## src/rtl/vend_sequencer.sv

```systemverilog
// Vending front-end: coin credit, item select, dispense strobe and paced change train.
// Optional auto-refund after TIMEOUT idle cycles with credit: define VEND_AUTO_REFUND_EN.
module vend_sequencer #(
    parameter int unsigned PRICE_A    = 3,
    parameter int unsigned PRICE_B    = 2,
    parameter int unsigned CW         = 4,
    parameter int unsigned CREDIT_MAX = 15,
    parameter int unsigned CHANGE_GAP = 1,
    parameter int unsigned TIMEOUT    = 64
) (
    input  logic          Clk,
    input  logic          nrst,
    input  logic          coin1,
    input  logic          coin5,
    input  logic          sel_a,
    input  logic          sel_b,
    input  logic          cancel,
    output logic          disp_a,
    output logic          disp_b,
    output logic          change,
    output logic          coin_reject,
    output logic          deny,
    output logic [CW-1:0] credit,
    output logic          busy
);

    localparam int unsigned SW = CW + 3;
    localparam int unsigned GW = (CHANGE_GAP > 1) ? $clog2(CHANGE_GAP) : 1;

    typedef enum logic [1:0] {IDLE, DISPENSE, CHANGE, GAP} state_t;

    state_t        state, state_nx;
    logic [CW-1:0] credit_nx;
    logic [GW-1:0] gap_cnt, gap_nx;
    logic          disp_a_nx, disp_b_nx, change_nx, reject_nx, deny_nx;
    logic [SW-1:0] coin_v, sum, eff, price;
    logic          coin_ok, activity;

`ifdef VEND_AUTO_REFUND_EN
    localparam int unsigned TW = (TIMEOUT > 1) ? $clog2(TIMEOUT + 1) : 1;
    logic [TW-1:0] tmo_cnt, tmo_nx;
`endif

    always_comb begin
        state_nx  = state;
        credit_nx = credit;
        gap_nx    = '0;
        disp_a_nx = 1'b0;
        disp_b_nx = 1'b0;
        reject_nx = 1'b0;
        deny_nx   = 1'b0;
        coin_v    = '0;
        sum       = '0;
        eff       = '0;
        price     = '0;
        coin_ok   = 1'b0;
        activity  = 1'b0;
`ifdef VEND_AUTO_REFUND_EN
        tmo_nx    = '0;
`endif
        case (state)
            IDLE: begin
                coin_v    = coin5 ? SW'(5) : (coin1 ? SW'(1) : '0);
                reject_nx = coin5 & coin1;
                sum       = SW'(credit) + coin_v;
                if (sum > SW'(CREDIT_MAX)) begin
                    reject_nx = 1'b1;
                    eff       = SW'(credit);
                end else begin
                    eff     = sum;
                    coin_ok = (coin_v != '0);
                end
                // Selection sees this cycle's coin; selection outranks cancel.
                if (sel_a || sel_b) begin
                    activity = 1'b1;
                    price    = sel_a ? SW'(PRICE_A) : SW'(PRICE_B);
                    if (eff >= price) begin
                        state_nx  = DISPENSE;
                        credit_nx = CW'(eff - price);
                        disp_a_nx = sel_a;
                        disp_b_nx = ~sel_a;
                    end else begin
                        deny_nx   = 1'b1;
                        credit_nx = CW'(eff);
                    end
                end else if (cancel && eff != '0) begin
                    activity  = 1'b1;
                    state_nx  = CHANGE;
                    credit_nx = CW'(eff);
                end else begin
                    credit_nx = CW'(eff);
                end
`ifdef VEND_AUTO_REFUND_EN
                if (coin_ok || activity || credit == '0) begin
                    tmo_nx = '0;
                end else if (tmo_cnt == TW'(TIMEOUT - 1)) begin
                    state_nx = CHANGE;
                end else begin
                    tmo_nx = tmo_cnt + TW'(1);
                end
`endif
            end
            DISPENSE: state_nx = (credit != '0) ? CHANGE : IDLE;
            CHANGE: begin
                credit_nx = credit - CW'(1);
                if (credit_nx == '0)     state_nx = IDLE;
                else if (CHANGE_GAP > 0) state_nx = GAP;
                else                     state_nx = CHANGE;
            end
            GAP: begin
                if (gap_cnt == GW'(CHANGE_GAP - 1)) state_nx = CHANGE;
                else                                gap_nx   = gap_cnt + GW'(1);
            end
            default: state_nx = IDLE;
        endcase
        if (state != IDLE) reject_nx = coin1 | coin5;
        change_nx = (state_nx == CHANGE);
    end

    always_ff @(posedge Clk or posedge nrst) begin
        if (nrst) begin
            state       <= IDLE;
            credit      <= '0;
            gap_cnt     <= '0;
            disp_a      <= 1'b0;
            disp_b      <= 1'b0;
            change      <= 1'b0;
            coin_reject <= 1'b0;
            deny        <= 1'b0;
        end else begin
            state       <= state_nx;
            credit      <= credit_nx;
            gap_cnt     <= gap_nx;
            disp_a      <= disp_a_nx;
            disp_b      <= disp_b_nx;
            change      <= change_nx;
            coin_reject <= reject_nx;
            deny        <= deny_nx;
        end
    end

`ifdef VEND_AUTO_REFUND_EN
    always_ff @(posedge Clk or posedge nrst) begin
        if (nrst) tmo_cnt <= '0;
        else      tmo_cnt <= tmo_nx;
    end
`endif

    assign busy = (state != IDLE);

endmodule

```

## config.mk

```make
export PLATFORM = sky130hd
export DESIGN_NAME = vend_sequencer
export DESIGN_NICKNAME = d
export VERILOG_FILES = /design/src/rtl/vend_sequencer.sv
export SDC_FILE = /design/constraint.sdc
export NUM_CORES = 1
export LEC_CHECK = 0
export CORE_MARGIN = 1
export CORE_UTILIZATION = 54
export CTS_CLUSTER_SIZE = 16
export DETAILED_ROUTE_END_ITERATION = 8
export HOLD_SLACK_MARGIN = 0.02
export PLACE_DENSITY = 0.83
export SLEW_MARGIN = 20
export SYNTH_ARGS = -nofsm -noshare
export SYNTH_HDL_FRONTEND = slang
export SYNTH_SLANG_ARGS = --single-unit
```

## constraint.sdc

```tcl
create_clock -name Clk -period 4.6 [get_ports Clk]
set_input_delay 1.15 -clock Clk [delete_from_list [all_inputs] [get_ports Clk]]
set_output_delay 1.15 -clock Clk [all_outputs]
set_load 0.05 [all_outputs]
```

# Word-level counts from Yosys, hierarchy flattened
# Index checks and enable logic that the tools add are counted.
# word_totals
ff_bits,12
out_inout_bits,10
elab_cells,58
# op_classes
n_addsub,4
magnitude_cmp,2
eq_ne,4
muxes,29
n_bitwise,3
n_reduce_logical,8
# ops
op,n
$mux W1,16
$mux W2,6
$mux W4,2
$pmux W2 S4,1
$pmux W4 S2,1
$ge A7 B2 Y1,1
$mux W7,1
$reduce_bool A7 Y1,1
$eq A2 B2 Y1 const B,3
$add A4 B3 Y5,1
$gt A5 B4 Y1 const B,1
$mux W5,1
$logic_not A4 Y1,1
$reduce_bool A2 Y1,2
$reduce_bool A4 Y1,1
$sub A4 B1 Y4 const B,1
$sub A4 B2 Y4,1
$mux W3,1
$eq A2 B1 Y1 const B,1
$logic_not A2 Y1,1
$add A1 B1 Y1 const B,1
$and A1 B1 Y1,1
$logic_and A1 B1 Y1,1
$logic_or A1 B1 Y1,1
2 further kinds,2

# Logic depth before layout (Yosys ltp)
# Gate-level depths: netlist (run 1).
# logic_depth
ltp_word,12
depth_mapped,12
depth_no_buf,12

# Worst setup path after synthesis (run 1)
# No wires, ideal clock.
# synth_path
path_type,input to register
startpoint,input port coin5
endpoint,register credit[1]
t_arrival_ns,3.044
path_slack_ns,1.406
cell_stages,10
path_buffers,0
path_cell_list,or2_2 -> ha_1 -> ha_1 -> a21o_1 -> nand3_1 -> and2_1 -> inv_1 -> ha_1 -> a311oi_2 -> o311ai_2
# synth_via
elab_chain_cells,9
elab_cells_between_ends,10
# synth_rtl
item,line,source
"start, declared",14,"input logic coin5,"
$mux W3 (*),63,coin_v = coin5 ? SW'(5) : (coin1 ? SW'(1) : '0);
$add A4 B3 Y5 (*),65,sum = SW'(credit) + coin_v;
$gt A5 B4 Y1,66,if (sum > SW'(CREDIT_MAX)) begin
$mux W5 (*),66,
$mux W7 (*),61,case (state)
$ge A7 B2 Y1 or $sub A4 B2 Y4 (tied branches),"77, 79",
$mux W4,77,if (eff >= price) begin
$mux W4 (*),74,if (sel_a || sel_b) begin
$pmux W4 S2 (*),61,
"end signal, assigned",132,credit <= credit_nx;
"end, declared",23,"output logic [CW-1:0] credit,"
# Mark *: on every way between the ends. The rest lies on a longest branch, timed or not. The select of a mux whose other input is x is not followed.
# A chain may end at the register's enable or synchronous reset.

# Final worst setup path (run 1)
# Ends and elaborated chain as after synthesis.

==> results of run 1 <==
==> cells by family after synthesis <==
group,synth area share (%)
and+or+nand+nor,20.2
xor gates and xnor gates,2.02
DFF,31.8
muxes,2.89
adders and majority gates,8.67
AOI/OAI and AO/OA,30.3
buffers and inverters,4.05
==> final timing paths <==
kind                                start         to  cells past startpoint
worst max-delay path                coin5  credit[1]                     11
worst min-delay path             state[1]   state[1]                      2
worst max register to register  credit[0]  credit[1]                      9
worst min register to register   state[1]   state[1]                      2
max in group asynchronous            nrst     disp_b                      2
min in group asynchronous            nrst  credit[2]                      2
==> synth_stat cells (all sizes together) <==
cell type,n
a21oi,7
o21a,2
dfrtp,11
a31oi,2
nor2b,1
a211o,1
a311oi,1
mux2,1
buf,1
and4b,1
nor3,2
nand3,5
nor4,1
o21ai,4
a21o,5
nor2,8
a22oi,2
o211ai,1
o31a,1
nand2,6
nor3b,1
nand2b,2
xnor2,2
o22a,1
or3,1
mux2i,1
a31o,2
or2,1
o221ai,1
inv,6
ha,6
and3,1
and2,2
o311ai,1
o31ai,4
clkbuf,1
nand4,1
==> state kept, by name, indices dropped and copies added, names as in the netlist <==
register	flops
coin_reject	1
disp_a	1
credit	4
state	2
deny	1
disp_b	1
change	1
==> cell type report <==
type	count	area share, %
tap	16	1.89
sequential	11	26.0
timing repair buffer	16	15.1
inverter	6	2.13
multi-input combinational	78	52.4
clock buffer	4	2.48
==> routing by layer <==
layer	GRT usage, %	part of all wire (%)	wire (um)
met1	39.1	49	974
met2	38.8	45	899
met5	0	0	0
met4	11.9	1.9	39
met3	3.88	4.5	91
==> critical path, cell delays in order <==
cell	delay, ns
sky130_fd_sc_hd__clkdlybuf4s50_1	0.44
sky130_fd_sc_hd__or2_2	0.31
sky130_fd_sc_hd__ha_1	0.21
sky130_fd_sc_hd__ha_1	0.26
sky130_fd_sc_hd__a21o_1	0.21
sky130_fd_sc_hd__nand3_1	0.10
sky130_fd_sc_hd__and2_1	0.22
sky130_fd_sc_hd__inv_1	0.08
sky130_fd_sc_hd__ha_1	0.33
sky130_fd_sc_hd__a311oi_2	0.28
sky130_fd_sc_hd__o311ai_2	0.11
==> stage by stage <==
step                      hold WS (ns)  utilization, %
after floorplan                  0.548               -
after global placement           0.592            68.6
after detailed placement         0.605            68.6
after CTS                        0.622            70.3
after global routing             0.690            70.3
final                            0.625            70.3
==> flow_results.xml, run 1 <==
<?xml version="1.0" encoding="UTF-8"?>
<metrics>
  <group name="yosys">
    <metric name="syn-mean-instance-area" unit="um2">8.93</metric>
    <metric name="synth_area_leader_cell" unit="">sky130_fd_sc_hd__dfrtp_1</metric>
    <metric name="syn_warnings" unit="">0</metric>
    <metric name="netlist.area_leader.share" unit="%">31.8</metric>
    <metric name="synthTopCellsByArea" unit="">sky130_fd_sc_hd__dfrtp_1 (32%), sky130_fd_sc_hd__ha_1 (8.7%), sky130_fd_sc_hd__a21o_1 (4.3%)</metric>
    <metric name="flip_flop_and_latch_count_after_synthesis" unit="">11</metric>
    <metric name="synth_area" unit="um2">866</metric>
    <metric name="post_synth_inst_count" unit="">97</metric>
    <metric name="synth_cell_type_count" unit="">41</metric>
    <metric name="syn-num-nets" unit="">110</metric>
    <metric name="ys_seq_area_share" unit="%">31.8</metric>
  </group>
  <group name="sta">
    <metric name="worst_clock_skew" unit="ns">0.0121</metric>
    <metric name="max_freq" unit="MHz">281</metric>
    <metric name="finalSetupViolCount" unit="">0</metric>
    <metric name="tns" unit="ns">0</metric>
    <metric name="final_max_slew_viol_count" unit="">0</metric>
    <metric name="tightestPinTransition" unit="ns">0.580</metric>
    <metric name="post_layout_min_period" unit="ns">3.56</metric>
    <metric name="grt_setup_unrepaired" unit="">no</metric>
    <metric name="timing_hold_violations_final" unit="">0</metric>
    <metric name="slew_headroom" unit="%">61.2</metric>
    <metric name="timing.final.ws_setup" unit="ns">1.04</metric>
    <metric name="final_min_period_over_clock_period" unit="%">77.4</metric>
  </group>
  <group name="setup_path">
    <metric name="critical_path_required" unit="ns">4.75</metric>
    <metric name="endpoint_kind" unit="">register</metric>
    <metric name="worst-endpoint-arrival" unit="ns">3.71</metric>
    <metric name="maximum_fanout_count_along_the_critical_path" unit="">6</metric>
    <metric name="critical_path.startpoint_type" unit="">input pin</metric>
    <metric name="timing_worst_setup_path_type" unit="">in2reg</metric>
    <metric name="ff2ff_setup_slack" unit="ns">2.14</metric>
  </group>
  <group name="finish">
    <metric name="synthToLayoutAreaGrowth" unit="%">22.4</metric>
    <metric name="finish.instance_area" unit="um2">1060</metric>
    <metric name="nets" unit="">129</metric>
    <metric name="multi_input_comb_area" unit="um2">556</metric>
    <metric name="highest_count_cells_in_the_layout_ignoring_fill_and_taps" unit="">sky130_fd_sc_hd__clkdlybuf4s50_1 (16), sky130_fd_sc_hd__dfrtp_1 (11), sky130_fd_sc_hd__nor2_1 (8), sky130_fd_sc_hd__a21oi_1 (7)</metric>
    <metric name="final-instance-count-excl-fill" unit="">131</metric>
    <metric name="final.fill_count" unit="">121</metric>
    <metric name="final-seq-area" unit="um2">275</metric>
    <metric name="layout_commonest_cell" unit="">sky130_fd_sc_hd__clkdlybuf4s50_1</metric>
    <metric name="insertedDiodeCount" unit="">0</metric>
    <metric name="drive_above_1_share" unit="%">10.4</metric>
  </group>
  <group name="clock_network">
    <metric name="cts_max_path_buffers" unit="">2</metric>
    <metric name="clkLatencyLatePin" unit="ns">0.28</metric>
    <metric name="cts_tree" unit="">done</metric>
    <metric name="cts-htree-levels" unit="">1</metric>
    <metric name="cts_hold_buffers" unit="">0</metric>
    <metric name="cts.sink_count" unit="">11</metric>
    <metric name="cts_root_buffer" unit="">sky130_fd_sc_hd__clkbuf_4</metric>
    <metric name="post_cts.repair.setup_buffers" unit="">0</metric>
    <metric name="clk_pin_slew" unit="ns">0.08</metric>
    <metric name="inserted_clock_buffers" unit="">3</metric>
    <metric name="ctsResizeCount" unit="">0</metric>
  </group>
  <group name="global_route">
    <metric name="grt_use_total" unit="%">26.6</metric>
    <metric name="largest_net_degree_at_the_start_of_global_routing" unit="">13</metric>
    <metric name="antenna_found_initial" unit="">0</metric>
    <metric name="global_route.overflow_total" unit="">0</metric>
    <metric name="grt_first_pass_wirelength" unit="um">3620</metric>
    <metric name="vias_in_the_first_global_route" unit="">784</metric>
  </group>
  <group name="route">
    <metric name="vias_per_cell" unit="">6.39</metric>
    <metric name="drtAntennaViolNets" unit="">0</metric>
    <metric name="drc" unit="">1</metric>
    <metric name="avg_wl_per_cell" unit="um">15.3</metric>
    <metric name="drt_pass1_iterations" unit="">6</metric>
    <metric name="vias" unit="">837</metric>
    <metric name="routed_wl" unit="um">2000</metric>
    <metric name="drtIter0Drc" unit="">42</metric>
  </group>
  <group name="outcome">
    <metric name="failed_checks" unit="">DRC</metric>
    <metric name="run_status" unit="">finished with violations</metric>
  </group>
  <group name="die">
    <metric name="io_pins" unit="">17</metric>
    <metric name="placement_rows" unit="">14</metric>
    <metric name="dieArea" unit="um2">1770</metric>
    <metric name="die-width" unit="um">42.0</metric>
    <metric name="chipHeight" unit="um">42.0</metric>
    <metric name="placeableCoreArea" unit="um2">1510</metric>
    <metric name="starting_density" unit="%">57.5</metric>
  </group>
  <group name="place">
    <metric name="hpwlAfterDp" unit="um">1470</metric>
    <metric name="placed_instances" unit="">127</metric>
    <metric name="place.gp.congestion" unit="">0.881</metric>
    <metric name="place_ws" unit="ns">0.798</metric>
    <metric name="placed_area" unit="um2">1030</metric>
    <metric name="buffer_ports.inserted" unit="">16</metric>
  </group>
  <group name="hold_path">
    <metric name="hold_path.class" unit="">reg2reg</metric>
  </group>
  <group name="run">
    <metric name="cap_viol_max_count" unit="">0</metric>
  </group>
</metrics>
Power of run 1 is left out: the tool's default activity adds up to more than one toggle a clock period on the data nets, which glitch-free logic cannot reach.
==> run 2: changes to the inputs <==
CORE_UTILIZATION = 45   (was 54)
PLACE_DENSITY = 0.74   (was 0.83)
clock period = 3.2 ns   (was 4.6 ns; I/O delays follow)
==> run 2 against run 1 <==
The flow now finishes without violations. Global-route usage decreased by 2.3 points. Clock skew decreased by 0.0019 ns. First-iteration DRC count decreased by 55%. Register-to-register slack got worse by 1.3 ns. Sequential share of layout area decreased by 1.5 points. Critical path depth unchanged. Non-clock buffer count increased by 7. Wire length increased by 5.2%. Cell area increased by 6.0%. Worst hold slack got worse by 0.011 ns. Count of clock-buffer cells in the layout unchanged.
==> flow_results.xml, run 2 (synthesized netlist as in run 1, its figures left out) <==
<?xml version="1.0" encoding="UTF-8"?>
<metrics>
  <group name="global_route">
    <metric name="largest_net_degree_at_the_start_of_global_routing" unit="">13</metric>
    <metric name="antenna_found_initial" unit="">0</metric>
    <metric name="grt_first_pass_wirelength" unit="um">3530</metric>
    <metric name="grt_use_total" unit="%">24.3</metric>
    <metric name="vias_in_the_first_global_route" unit="">744</metric>
    <metric name="global_route.overflow_total" unit="">0</metric>
  </group>
  <group name="finish">
    <metric name="layout_commonest_cell" unit="">sky130_fd_sc_hd__clkdlybuf4s50_1</metric>
    <metric name="final.fill_count" unit="">168</metric>
    <metric name="registers.top_by_ff_count" unit="">credit</metric>
    <metric name="nets" unit="">136</metric>
    <metric name="drive_above_1_share" unit="%">15.6</metric>
    <metric name="finish.instance_area" unit="um2">1120</metric>
    <metric name="highest_count_cells_in_the_layout_ignoring_fill_and_taps" unit="">sky130_fd_sc_hd__clkdlybuf4s50_1 (16), sky130_fd_sc_hd__dfrtp_1 (11), sky130_fd_sc_hd__nor2_1 (8), sky130_fd_sc_hd__a21oi_1 (7), sky130_fd_sc_hd__buf_4 (7)</metric>
    <metric name="insertedDiodeCount" unit="">0</metric>
    <metric name="largest_reg_flops" unit="">4</metric>
    <metric name="synthToLayoutAreaGrowth" unit="%">29.8</metric>
    <metric name="reg_top3" unit="">credit: 4 flops, state: 2 flops</metric>
  </group>
  <group name="clock_network">
    <metric name="cts_root_buffer" unit="">sky130_fd_sc_hd__clkbuf_4</metric>
    <metric name="cts_tree" unit="">done</metric>
    <metric name="clkLatencyLatePin" unit="ns">0.29</metric>
    <metric name="cts_max_path_buffers" unit="">2</metric>
    <metric name="cts-htree-levels" unit="">1</metric>
    <metric name="cts_hold_buffers" unit="">0</metric>
    <metric name="cts.sink_count" unit="">11</metric>
    <metric name="post_cts.repair.setup_buffers" unit="">0</metric>
    <metric name="inserted_clock_buffers" unit="">3</metric>
    <metric name="clk_pin_slew" unit="ns">0.08</metric>
    <metric name="ctsResizeCount" unit="">0</metric>
  </group>
  <group name="die">
    <metric name="placement_rows" unit="">15</metric>
    <metric name="dieArea" unit="um2">2100</metric>
    <metric name="io_pins" unit="">17</metric>
    <metric name="placeableCoreArea" unit="um2">1760</metric>
    <metric name="die-width" unit="um">45.9</metric>
    <metric name="chipHeight" unit="um">45.9</metric>
    <metric name="starting_density" unit="%">49.1</metric>
  </group>
  <group name="sta">
    <metric name="final_min_period_over_clock_period" unit="%">94.6</metric>
    <metric name="timing_hold_violations_final" unit="">0</metric>
    <metric name="post_layout_min_period" unit="ns">3.03</metric>
    <metric name="tightestPinTransition" unit="ns">0.497</metric>
    <metric name="finalSetupViolCount" unit="">0</metric>
    <metric name="final_max_slew_viol_count" unit="">0</metric>
    <metric name="grt_setup_unrepaired" unit="">no</metric>
    <metric name="max_freq" unit="MHz">330</metric>
    <metric name="slew_headroom" unit="%">66.8</metric>
    <metric name="worst_clock_skew" unit="ns">0.0102</metric>
  </group>
  <group name="route">
    <metric name="routed_wl" unit="um">2110</metric>
    <metric name="drtAntennaViolNets" unit="">0</metric>
    <metric name="drtIter0Drc" unit="">19</metric>
    <metric name="avg_wl_per_cell" unit="um">14.3</metric>
    <metric name="vias_per_cell" unit="">5.63</metric>
    <metric name="drt_pass1_iterations" unit="">4</metric>
    <metric name="vias" unit="">828</metric>
    <metric name="drc" unit="">0</metric>
  </group>
  <group name="setup_path">
    <metric name="critical_path.startpoint_type" unit="">input pin</metric>
    <metric name="critical_path_required" unit="ns">3.36</metric>
    <metric name="ff2ff_setup_slack" unit="ns">0.87</metric>
    <metric name="r2r_start" unit="">credit[0]</metric>
    <metric name="r2r_endpoint" unit="">credit[1]</metric>
    <metric name="crit_path_end" unit="">credit[1]</metric>
    <metric name="endpoint_kind" unit="">register</metric>
    <metric name="ff2ff_path_depth" unit="">9</metric>
    <metric name="timing_worst_setup_path_type" unit="">in2reg</metric>
    <metric name="setup.worst_path.start" unit="">coin5</metric>
    <metric name="worst-endpoint-arrival" unit="ns">3.19</metric>
    <metric name="maximum_fanout_count_along_the_critical_path" unit="">3</metric>
  </group>
  <group name="outcome">
    <metric name="run_status" unit="">completed</metric>
  </group>
  <group name="hold_path">
    <metric name="hold_path.class" unit="">reg2reg</metric>
    <metric name="min_path_cells" unit="">2</metric>
  </group>
  <group name="place">
    <metric name="buffer_ports.inserted" unit="">16</metric>
    <metric name="placed_area" unit="um2">1100</metric>
    <metric name="place.gp.congestion" unit="">0.967</metric>
    <metric name="hpwlAfterDp" unit="um">1580</metric>
  </group>
  <group name="run">
    <metric name="cap_viol_max_count" unit="">0</metric>
  </group>
</metrics>
-- run 2: cell types whose count changed in the layout (fill, tap and decap cells not counted) --
cell,before,now
sky130_fd_sc_hd__buf_4,0,7
-- run 2: per-layer routing --
layer / GRT usage, % / share of wire [%]
met5: 0 / 0
met4: 10.6 / 2.2
met3: 4.76 / 3.6
met2: 35.2 / 45
met1: 34.6 / 49
-- run 2: final cells by class --
type                    count  area, um2  area share, %
repair buffers             23        213           18.9
inverters                   6       22.5           2.00
multi-input cells          78        556           49.4
flip-flops and latches     11        275           24.5
well taps                  25       31.3           2.78
clock buffers               4       26.3           2.34
-- run 2: per-stage QoR --
step | util, % | setup WS [ns] | setup TNS (ns) | hold slack [ns] | cells
after floorplan | - | 0.356 | 0 | 0.548 | 97
after global placement | 62.2 | -0.00402 | -0.00402 | 0.593 | 143
after detailed placement | 62.2 | -0.0800 | -0.121 | 0.586 | 143
after CTS | 63.7 | 0.196 | 0 | 0.607 | 147
after global routing | 63.7 | 0.0490 | 0 | 0.648 | 147
final | 63.7 | 0.172 | 0 | 0.614 | 147
-- run 2: how the worst min path moves through the flow --
stage | startpoint | endpoint | slack [ns]
2_1_floorplan | state[1] | change | 0.55
3_3_place_gp | state[1] | change | 0.59
3_5_place_dp | state[1] | change | 0.59
4_1_cts | state[1] | change | 0.61
5_1_grt | state[1] | state[1] | 0.65
6_report | state[1] | change | 0.61
-- run 2: worst max-delay path, stage by stage --
cell                              delay (ns)
sky130_fd_sc_hd__clkdlybuf4s50_1        0.41
sky130_fd_sc_hd__or2_2                  0.30
sky130_fd_sc_hd__ha_1                   0.20
sky130_fd_sc_hd__ha_1                   0.22
sky130_fd_sc_hd__a21oi_1                0.26
sky130_fd_sc_hd__o21ai_1                0.11
sky130_fd_sc_hd__and2_1                 0.18
sky130_fd_sc_hd__inv_1                  0.08
sky130_fd_sc_hd__ha_1                   0.25
sky130_fd_sc_hd__a311oi_2               0.27
sky130_fd_sc_hd__o311ai_2               0.10
Power of run 2 is left out for the same reason.
